<file path="src/rtl/flex_rcv_frame.sv">
// flex_rcv_frame: serial frame receiver. It waits for a start edge, checks the start bit
// at mid-bit, samples the data, optional parity and stop bits at mid-bit, then loads the
// payload and its status flags in a one-cycle load state.
module flex_rcv_frame #(
  parameter int unsigned DATA_BITS    = 8,
  parameter int unsigned PARITY_MODE  = 0,
  parameter int unsigned CLKS_PER_BIT = 10,
  parameter int unsigned MSB_FIRST    = 0
) (
  input  logic                 clk,
  input  logic                 rst,
  input  logic                 serial_in,
  input  logic                 data_read,
  output logic [DATA_BITS-1:0] rx_data,
  output logic                 data_ready,
  output logic                 framing_error,
  output logic                 parity_error,
  output logic                 overrun_error
);

  localparam int unsigned TimerW = $clog2(CLKS_PER_BIT);
  localparam int unsigned CntW   = $clog2(DATA_BITS + 1);

  localparam logic [TimerW-1:0] HalfLast = TimerW'(CLKS_PER_BIT / 2 - 1);
  localparam logic [TimerW-1:0] FullLast = TimerW'(CLKS_PER_BIT - 1);
  localparam logic [CntW-1:0]   CntLast  = CntW'(DATA_BITS - 1);

  typedef enum logic [2:0] {
    StIdle,
    StStart,
    StData,
    StParity,
    StStop,
    StLoad
  } state_e;

  state_e               state_q, state_d;
  logic [TimerW-1:0]    timer_q, timer_d;
  logic [CntW-1:0]      cnt_q, cnt_d;
  logic [DATA_BITS-1:0] shift_q, shift_d;
  logic [DATA_BITS-1:0] rx_data_q, rx_data_d;
  logic                 line_prev_q;
  logic                 parity_bit_q, parity_bit_d;
  logic                 stop_bit_q, stop_bit_d;
  logic                 ready_q, ready_d;
  logic                 fe_q, fe_d;
  logic                 pe_q, pe_d;
  logic                 oe_q, oe_d;

  // Next-state logic for the frame FSM, bit timer, shift register and status flags.
  always_comb begin
    state_d      = state_q;
    timer_d      = timer_q + TimerW'(1);
    cnt_d        = cnt_q;
    shift_d      = shift_q;
    rx_data_d    = rx_data_q;
    parity_bit_d = parity_bit_q;
    stop_bit_d   = stop_bit_q;
    ready_d      = ready_q;
    fe_d         = fe_q;
    pe_d         = pe_q;
    oe_d         = oe_q;

    unique case (state_q)
      StIdle: begin
        timer_d = '0;
        // line_prev is 0 after reset and after a break, so a held-low line never starts
        if (line_prev_q && !serial_in) begin
          state_d = StStart;
        end
      end
      StStart: begin
        if (timer_q == HalfLast) begin
          timer_d = '0;
          cnt_d   = '0;
          state_d = serial_in ? StIdle : StData;
        end
      end
      StData: begin
        if (timer_q == FullLast) begin
          timer_d = '0;
          cnt_d   = cnt_q + CntW'(1);
          if (MSB_FIRST != 0) begin
            shift_d = {shift_q[DATA_BITS-2:0], serial_in};
          end else begin
            shift_d = {serial_in, shift_q[DATA_BITS-1:1]};
          end
          if (cnt_q == CntLast) begin
            state_d = (PARITY_MODE != 0) ? StParity : StStop;
          end
        end
      end
      StParity: begin
        if (timer_q == FullLast) begin
          timer_d      = '0;
          parity_bit_d = serial_in;
          state_d      = StStop;
        end
      end
      StStop: begin
        if (timer_q == FullLast) begin
          timer_d    = '0;
          stop_bit_d = serial_in;
          state_d    = StLoad;
        end
      end
      StLoad: begin
        timer_d   = '0;
        state_d   = StIdle;
        rx_data_d = shift_q;
        ready_d   = 1'b1;
        fe_d      = !stop_bit_q;
        pe_d      = (PARITY_MODE != 0) &&
                    ((^shift_q ^ parity_bit_q) != (PARITY_MODE == 2));
        // an acknowledge in the load cycle consumes the old payload, so no overrun
        oe_d      = ready_q && !data_read;
      end
      default: begin
        state_d = StIdle;
        timer_d = '0;
      end
    endcase

    // Consumer acknowledge; a load in the same cycle takes priority.
    if (state_q != StLoad && data_read && ready_q) begin
      ready_d = 1'b0;
      oe_d    = 1'b0;
    end
  end

  // State registers with asynchronous reset; reset discards any partial frame.
  always_ff @(posedge clk or posedge rst) begin
    if (rst) begin
      state_q      <= StIdle;
      timer_q      <= '0;
      cnt_q        <= '0;
      shift_q      <= '0;
      rx_data_q    <= '0;
      line_prev_q  <= 1'b0;
      parity_bit_q <= 1'b0;
      stop_bit_q   <= 1'b0;
      ready_q      <= 1'b0;
      fe_q         <= 1'b0;
      pe_q         <= 1'b0;
      oe_q         <= 1'b0;
    end else begin
      state_q      <= state_d;
      timer_q      <= timer_d;
      cnt_q        <= cnt_d;
      shift_q      <= shift_d;
      rx_data_q    <= rx_data_d;
      line_prev_q  <= serial_in;
      parity_bit_q <= parity_bit_d;
      stop_bit_q   <= stop_bit_d;
      ready_q      <= ready_d;
      fe_q         <= fe_d;
      pe_q         <= pe_d;
      oe_q         <= oe_d;
    end
  end

  assign rx_data       = rx_data_q;
  assign data_ready    = ready_q;
  assign framing_error = fe_q;
  assign parity_error  = pe_q;
  assign overrun_error = oe_q;

endmodule

</file>
<file path="config.mk">
export PLATFORM = sky130hd
export DESIGN_NAME = flex_rcv_frame
export DESIGN_NICKNAME = d
export VERILOG_FILES = /design/src/rtl/flex_rcv_frame.sv
export SDC_FILE = /design/constraint.sdc
export NUM_CORES = 1
export LEC_CHECK = 0
export ABC_CLOCK_PERIOD_IN_PS = 2300
export BUFFER_PORTS_ARGS = -buffer_cell sky130_fd_sc_hd__buf_2
export CORE_MARGIN = 3
export CORE_UTILIZATION = 59
export CTS_BUF_LIST = sky130_fd_sc_hd__clkbuf_8
export DETAILED_ROUTE_END_ITERATION = 7
export PLACE_DENSITY = 0.92
export SLEW_MARGIN = 20
export SYNTH_ARGS = -nofsm -noshare
export SYNTH_HDL_FRONTEND = slang
export SYNTH_SLANG_ARGS = --single-unit
</file>
<file path="constraint.sdc">
create_clock -name clk -period 2.3 [get_ports clk]
set_clock_uncertainty 0.2 [all_clocks]
set_input_delay 0.23 -clock clk [delete_from_list [all_inputs] [get_ports clk]]
set_output_delay 0.23 -clock clk [all_outputs]
set_load 0.03 [all_outputs]
</file>
# Word-level counts from Yosys, hierarchy flattened
# Cells that the tools add are included.
# op_classes
addsub	2
n_mul	0
div_mod_pow	0
n_lt_le_gt_ge	0
eq_ne	15
n_shift	0
n_mux	18
n_bitwise	0
reduce_logical	15
# op_table
cell	count
2-to-1 mux 3 bit	6
2-to-1 mux 4 bit	4
one-hot mux 4 bit (2 select lines)	2
one-hot mux 3 bit (5 select lines)	1
!= test 2 bit (second input constant)	6
adder 4 x 1 -> 4 bit (second input constant)	2
== test 4 x 3 -> 1 bit (second input constant)	2
== test 3 x 2 -> 1 bit (second input constant)	2
== test 3 bit (second input constant)	2
AND reduction 6 bit	1
== test 4 bit (second input constant)	1
logical AND 1 bit	4
2-to-1 mux 1 bit	4
AND reduction 2 bit	2
nonzero test 2 bit	2
== test 3 x 1 -> 1 bit (second input constant)	1
logical NOT 1 bit	3
logical NOT 3 bit	1
!= test 3 bit (second input constant)	1
AND reduction 3 bit	1
OR reduction 3 bit	1
2-to-1 mux 2 bit	1
# word_totals
regBits	32
latch_bits	0
ramBits	0
rom_bits	0
inputBits	4
output_inout_bits	12
wordCells	60
n_memories	0

# Depth between registers and ports, before layout
# Gate-level depths: netlist (run 1).
# logic_depth
ltp_word	4
ltp_mapped	6
ltp_nobuf	5

# Worst setup path before layout (run 1)
# Ideal clock, no wire load.
# synth_path
path_type	reg2reg
startpoint	register timer_q[1]
endpoint	register shift_q[0]
setup_time_ps	125
arrival_time_ps	1498
required_time_ps	1975
path_slack_ps	478
stages_incl_launch_ff	7
n_path_buf	1
synth_period_minus_slack_ps	1822
path_cell_list	dfrtp_1 inv_1 ha_1 nand3b_4 nor3_1 buf_4 mux2_2
# synth_between
elab_chain_cells	2
# synth_rtl
element	line_no	source
start, declared	38	logic [TimerW-1:0] timer_q, timer_d;
start signal, assigned	148	timer_q <= timer_d;
== test 4 bit	80	if (timer_q == FullLast) begin
AND reduction 2 bit (no source line)	-	
end signal, assigned	150	shift_q <= shift_d;
end, declared	40	logic [DATA_BITS-1:0] shift_q, shift_d;
# No other way between the ends.
# A chain may end at the register's enable or synchronous reset.

# Final worst setup path (run 1)
# layout_path
startpoint	register timer_q[1]
endpoint	register shift_q[3]
# Same word-level chain as after synthesis.

==> summary.txt, run 1 <==
Outcome = finished, final reports clean
Routability cong. = 0.755
Clk buf depth = 2
1st-iter DRT viols = 5
PD cells = 838 mW/mm²
Nature of the critical path endpoint = register
DIE AREA = 0.00300 mm²
Die height = 54.7 µm
Fin. max-slew vios = 0
Crit path kind = reg -> reg
Mapped Nets = 113
Cts bufs inserted = 5
Hold Path Origin = stop_bit_q$_DFFE_PP0P_
Clk root buf = clkbuf_8
RSZ-0062 raised after global routing = no
Synth Cell Area = 0.00140 mm²
Top post-synthesis cells by area = dfrtp_1 57%, mux2_2 14%, ha_1 3.6%, a21oi_1 1.8%, nand2b_1 1.8%
WL final = 2590 µm
Syn-to-layout area delta = 16.2%
Crit path cell chain = inv_1 > ha_1 > nand3b_4 > nor3_1 > buf_4 > mux2_2
Min Clock Period, post-route = 1.91 ns
Initial antenna violation count = 0
Leakage power = 0.868 nW
Sequential area share after synthesis = 0.571
Synth Instances = 105
DRC Markers = 0
FMAX = 525 MHz
CTS tree = done
CTS clock-pin slew for the worst setup and hold paths = 0.06 ns
H-tree depth = 2
Share of the synthesized area in the top cell type = 0.571
Setup crit start = timer_q[1]$_DFF_PP0_
Yosys top cell by area = dfrtp_1
DR vias/cell = 5.71
CP Max Fanout = 11
CP max-delay cell = dfrtp_1
Yosys warns = 0
CTS Hold Bufs = 3
Avg Cell Area, Syn = 13.3 µm²
Placement Rows = 17
Slowest cell delay on critical path = 0.39 ns
# diodes = 0
Clock Sinks = 32
Vias in the first global route = 925
Max Cap Violations = 0
Design Area, Final = 0.00163 mm²
Headroom to the max-slew limit = 0.604
Worst slew pin tran = 0.592 ns
Port-buffer cells = 14
Post-CTS resize count = 0
Synthesis-stage register bit count = 32
Hold Path Class = reg -> reg
Startpoint type of the worst setup path = register
Final period util = 0.829
Worst r2r src = timer_q[1]$_DFF_PP0_
Post-synth cell types = 32
Post-CTS Setup Bufs = 0
Setup Total Neg Slack = 0 ns
Layout cells sized above 1 = 0.328
Initial Utilization = 0.627
Largest net degree at the start of global routing = 33
Overall Global Routing Usage = 0.212
TritonRoute pass-1 iters = 4
Req. time, crit path = 2.26 ns
WL/cell = 16.6 µm
Nets@finish = 136
Final setup fails = 0
Core Footprint = 0.00223 mm²
Hold Vio Cnt, Final = 0
Via Count = 891
Boundary Pins = 16
Antenna Nets Post-Route = 0
Util after Layout = 0.729
First-pass GRT wire length = 4150 µm
Post-DP HPWL = 1850 µm
Grt ovf = 0
Width of the die = 54.7 µm
Max VDD drop = 0.000895 V
Area after DPL = 0.00150 mm²
Crit path DAT = 1.87 ns
Clock latency on the worst-skew pair = 0.28 ns
==> final cells by class <==
| type | instances | area (µm²) |
|---|---|---|
| well taps | 28 | 35.0 |
| multi-input cells | 65 | 562 |
| clock buffers | 7 | 96.3 |
| flip-flops and latches | 32 | 801 |
| inverters | 5 | 18.8 |
| repair buffers | 19 | 115 |
| fillers | 164 | 606 |
==> state kept, by name (all words and copies together) (netlist names) <==
signal         flops
rx_data            8
cnt_q              4
framing_error      1
timer_q            4
state_q            3
line_prev_q        1
data_ready         1
shift_q            8
stop_bit_q         1
overrun_error      1
==> path summary, 6_finish.rpt <==
| path | slack (ns) | end | cells after the start |
|---|---|---|---|
| worst max-delay path | 0.39 | shift_q[3]$_DFFE_PP0P_ | 6 |
| max in group asynchronous | 1.23 | shift_q[2]$_DFFE_PP0P_ | 4 |
| min in group asynchronous | 0.38 | framing_error$_DFFE_PP0P_ | 4 |
| worst min-delay path | 0.27 | framing_error$_DFFE_PP0P_ | 1 |
| worst max register to register | 0.39 | shift_q[3]$_DFFE_PP0P_ | 6 |
| worst min register to register | 0.27 | framing_error$_DFFE_PP0P_ | 1 |
==> cell families (layout without fill, tap and decap cells) <==
kind of cell / count (synthesis) / after routing / share of synthesized area
AO/OA/AOI/OAI: 18 / 18 / 0.0875
XOR/XNOR: 3 / 3 / 0.0188
adder cells (fa/ha/maj): 4 / 4 / 0.0357
buffers and inverters: 8 / 31 / 0.0277
flip-flops: 32 / 32 / 0.571
multiplexers: 20 / 20 / 0.162
other: 1 / 1 / 0.00268
AND/OR/NAND/NOR: 19 / 19 / 0.0946
==> cell usage after synthesis (all sizes together) <==
master and instances:
dfrtp 32, mux2 18, a21oi 5, inv 5, ha 4, nand2b 4, nand3b 4, buf 3
o21ai 3, a21o 2, a22o 2, mux2i 2, nand2 2, nand3 2, nor3b 2, xnor2 2
a2111oi 1, a21boi 1, a22oi 1, and3b 1, conb 1, nor2 1, nor2b 1, nor3 1
o31ai 1, o32a 1, o32ai 1, or3b 1, xor2 1
==> cell usage in the layout, fill, tap and decap left out <==
cell	count
clkbuf_8	7
ha_1	4
o32a_1	1
buf_4	2
buf_2	14
a21oi_1	5
a2111oi_0	1
a22o_1	2
conb_1	1
xor2_1	1
o32ai_1	1
dfrtp_1	32
nand2_1	2
or3b_1	1
o31ai_1	1
nand2b_1	4
mux2_2	17
nor3b_1	2
nor2_1	1
mux2_4	1
nand3b_1	3
dlygate4sd3_1	3
and3b_1	1
mux2i_1	2
a21boi_0	1
a21o_1	2
a22oi_1	1
nand3_1	2
nand3b_4	1
inv_1	5
nor3_1	1
nor2b_1	1
xnor2_1	2
o21ai_0	3
==> where the power goes <==
group / switching [mW] / internal [mW]
Clock: 0.186 / 0.266
Sequential: 0.0647 / 0.609
Combinational: 0.134 / 0.103
Total: 0.385 / 0.979
==> stage by stage <==
stage	worst slack [ns]	total power [mW]	hold WS (ns)	instances
finish	0.394	1.36	0.267	156
detailed placement	0.400	0.918	0.131	146
floorplan	0.478	0.847	0.0614	105
CTS	0.383	1.38	0.272	156
global route	0.248	1.44	0.312	156
global placement	0.492	0.886	0.117	146
==> routing by layer <==
layer,GRT usage,part of all wire
met5,0,0
met4,0.162,0.030
met3,0.0899,0.060
met2,0.335,0.53
met1,0.220,0.38
==> worst max-delay path: cells and delay by family, from the launching register on <==
kind / cells / cell delay, ns
adders and majority gates: 1 / 0.22
and+or+nand+nor: 2 / 0.30
buffers and inverters: 2 / 0.31
muxes: 1 / 0.36
DFF: 1 / 0.39
Note: power is estimated with default switching activity, not from simulation.
==> run 2, diff against run 1 <==
--- a/config.mk
+++ b/config.mk
@@ -5,13 +5,14 @@
 export SDC_FILE = /design/constraint.sdc
 export NUM_CORES = 1
 export LEC_CHECK = 0
-export ABC_CLOCK_PERIOD_IN_PS = 2300
+export ABC_AREA = 1
+export ABC_CLOCK_PERIOD_IN_PS = 1600
 export BUFFER_PORTS_ARGS = -buffer_cell sky130_fd_sc_hd__buf_2
 export CORE_MARGIN = 3
-export CORE_UTILIZATION = 59
+export CORE_UTILIZATION = 54
 export CTS_BUF_LIST = sky130_fd_sc_hd__clkbuf_8
 export DETAILED_ROUTE_END_ITERATION = 7
-export PLACE_DENSITY = 0.92
+export PLACE_DENSITY = 0.89
 export SLEW_MARGIN = 20
 export SYNTH_ARGS = -nofsm -noshare
 export SYNTH_HDL_FRONTEND = slang
==> constraint.sdc (replaced) <==
create_clock -name clk -period 1.6 [get_ports clk]
set_clock_uncertainty 0.2 [all_clocks]
set_input_delay 0.16 -clock clk [delete_from_list [all_inputs] [get_ports clk]]
set_output_delay 0.16 -clock clk [all_outputs]
set_load 0.03 [all_outputs]
==> summary.txt, run 2 <==
Req. time, crit path = 1.56 ns (-0.70 ns)
# diodes = 0 (unchanged)
Post-synthesis adder-cell area fraction = 0.0342 (-0.00147)
Largest family of logic cells by synthesized area = simple AND/OR/NAND/NOR gates
RSZ-0062 raised after global routing = yes
Via Count = 1211 (+36%)
FMAX = 595 MHz (+13%)
XOR/XNOR Fraction of Synth Area = 0.0120 (-0.00676)
Port-buffer cells = 14 (unchanged)
Clk root buf = clkbuf_8
DRC Markers = 0 (unchanged)
CTS clock-pin slew for the worst setup and hold paths = 0.07 ns (about the same)
Initial Utilization = 0.579 (-0.0481)
Syn-to-layout area delta = 32.8%
1st-iter DRT viols = 72 (+67)
Clk buf depth = 2 (unchanged)
Boundary Pins = 16 (unchanged)
Clock latency on the worst-skew pair = 0.28 ns (about the same)
Crit path kind = reg -> reg
Grt ovf = 0 (unchanged)
Share of the synthesized area in the top cell type = 0.548 (-0.0235)
Cts bufs inserted = 5 (unchanged)
Min Clock Period, post-route = 1.68 ns (-0.225 ns)
Sequential area share after synthesis = 0.548 (-0.0235)
Antenna Nets Post-Route = 0 (unchanged)
CP Max Fanout = 4 (-7)
Worst r2r src = timer_q[0]$_DFF_PP0_
H-tree depth = 2 (unchanged)
Die height = 58.0 µm (+6.0%)
Final period util = 1.05 (+0.222)
Final setup fails = 7 (+7)
Post-Synth Simple-Gate Area = 0.233 (+0.138)
Vias in the first global route = 1108 (+20%)
Layout cells sized above 1 = 0.368 (+0.0398)
Max Cap Violations = 0 (unchanged)
Design Area, Final = 0.00194 mm² (+19%)
Max VDD drop = 0.00104 V (+16%)
Crit path DAT = 1.64 ns (-0.23 ns)
DR vias/cell = 5.43 (-4.9%)
Clock Sinks = 32 (unchanged)
TritonRoute pass-1 iters = 4 (unchanged)
Outcome = finished with violations
Nature of the critical path endpoint = register
Area after DPL = 0.00157 mm² (+4.8%)
Mapped Nets = 170 (+50%)
Worst Slack Setup Final = -0.0808 ns (-0.475 ns)
Synth Instances = 162 (+54%)
Hold Path Class = reg -> reg
First-pass GRT wire length = 4650 µm (+12%)
Nets@finish = 200 (+47%)
Violations in the final reports = setup timing
Synthesis-stage register bit count = 32 (unchanged)
Crit path to = cnt_q[2]$_DFFE_PP0P_
R2r setup slk = -0.08 ns (-0.47 ns)
Overall Global Routing Usage = 0.179 (-0.0329)
RR Endpoint = cnt_q[2]$_DFFE_PP0P_
Worst hold slack = 0.290 ns (+0.0227 ns)
Avg Cell Area, Syn = 9.02 µm² (-32%)
Startpoint type of the worst setup path = register
Count leader, synth = nand2_1
Post-synth cell types = 23 (-28%)
Post-synthesis mux area share = 0.0103 (-0.151)
CTS tree = done
Most frequent cells in the layout = 31 x dfrtp_1, 30 x nand2_1, 14 x inv_1, 14 x nor2_1, 14 x buf_2
Most common cell after layout, fill and taps aside = dfrtp_1
DIE AREA = 0.00337 mm² (+12%)
Post-synthesis compound-gate area fraction = 0.0805 (-0.00702)
Fin. max-slew vios = 0 (unchanged)
Core Footprint = 0.00252 mm² (+13%)
Ys flop type = dfrtp_1
FF-to-FF path depth = 7 (+1)
WL/cell = 15.1 µm (-9.0%)
Setup crit start = timer_q[0]$_DFF_PP0_
Hold Vio Cnt, Final = 0 (unchanged)
Number of synthesized flops with an enable pin = 0 (unchanged)
Synth Cell Area = 0.00146 mm² (+4.3%)
Routability cong. = 0.831 (+10%)
Initial antenna violation count = 0 (unchanged)
Leakage power = 0.983 nW (+13%)
Post-DP HPWL = 1870 µm (+1.0%)
Most common library cells after synthesis = 39 x nand2_1, 32 x dfrtp_1, 18 x inv_1, 18 x o21ai_0, 16 x nor2_1
Worst slack, placed = -0.0541 ns (-0.454 ns)
Largest net degree at the start of global routing = 33 (unchanged)
Top post-synthesis cells by area = dfrtp_1 55%, nand2_1 10%, o21ai_0 6.2%, inv_1 4.6%, nor2_1 4.1%
PD cells = 1510 mW/mm² (+80%)
Async SR Flop Fraction = 1.00 (unchanged)
Placement Rows = 18 (+1)
Yosys warns = 0 (unchanged)
Width of the die = 58.0 µm (+6.0%)
WL final = 3370 µm (+30%)
Yosys top cell by area = dfrtp_1
[run 2: cell count changes after synthesis, moves of 4 or more]
cell      previous run  this run
inv_1                5        18
mux2_2              17         0
nand2_1              2        39
nand2b_1             4         0
nand3_1              2         8
nand4_1              0         4
nor2_1               1        16
nor2_2               0         4
o21ai_0              3        18
[run 2: power breakdown]
part           internal, mW  switching (mW)  leakage, nW
registers             0.920           0.139        0.426
logic                 0.380           0.636        0.493
clock network         0.549           0.302       0.0645
total                  1.85            1.08        0.983
[run 2: metal layers]
layer  up-vias  part of all wire  track usage
met4         0             0.039       0.0629
met2        46              0.54        0.308
met3        16             0.045       0.0490
met5         -                 0            0
met1       577              0.37        0.215
li1        572                 -            -
[run 2: how the worst min path moves through the flow]
| stage | startpoint | to | slack, ns | cells past startpoint |
|---|---|---|---|---|
| after floorplan | serial_in | line_prev_q$_DFF_PP0_ | -0.009 | 0 |
| after global placement | rst | rx_data[2]$_DFFE_PP0P_ | 0.05 | 3 |
| after global routing | stop_bit_q$_DFFE_PP0P_ | framing_error$_DFFE_PP0P_ | 0.31 | 1 |
| after CTS | stop_bit_q$_DFFE_PP0P_ | framing_error$_DFFE_PP0P_ | 0.28 | 1 |
| final | stop_bit_q$_DFFE_PP0P_ | framing_error$_DFFE_PP0P_ | 0.29 | 1 |
| after detailed placement | rst | shift_q[1]$_DFFE_PP0P_ | 0.06 | 3 |
[run 2: repair_timing]
item	in CTS	in global routing
pin swaps	1	6
gates cloned	0	1
endpoints found under the setup margin	11	22
hold buffers	3	0
gates resized for setup	2	47
setup buffers	2	3
hold endpoints to repair	37	0
[run 2: cell families (layout without fill, tap and decap cells)]
| logic type | after synthesis | in the layout |
|---|---|---|
| other | 1 | 1 |
| buffers and inverters | 24 | 55 |
| muxes | 1 | 1 |
| DFF | 32 | 32 |
| xor gates and xnor gates | 2 | 2 |
| and+or+nand+nor | 76 | 76 |
| adders and majority gates | 4 | 4 |
| AOI/OAI and AO/OA | 22 | 22 |
[run 2: final cells by class]
cell class                 count  area, µm²
inverter                      19       73.8
clock buffer                   7       96.3
timing repair buffer          28        216
tap                           30       37.5
clock inverter                 1       30.0
multi-input combinational    106        684
sequential                    32        802
fill                         160        582
[run 2: stage by stage]
stage | cells | power, mW | setup TNS [ns] | utilization
final | 223 | 2.93 | -0.152 | 0.769
after global routing | 223 | 3.10 | -1.14 | 0.769
after CTS | 219 | 2.66 | 0 | 0.694
after detailed placement | 206 | 1.78 | -0.143 | 0.624
after global placement | 206 | 1.73 | 0 | 0.624
after floorplan | 162 | 1.60 | 0 | -
[run 2: critical path, stage by stage, from the launching register on]
cell	delay (ns)
dfrtp_2	0.45
inv_2	0.08
ha_4	0.13
nand2_2	0.06
nor2_4	0.11
nand4_1	0.24
nand3_1	0.19
o21ai_1	0.09
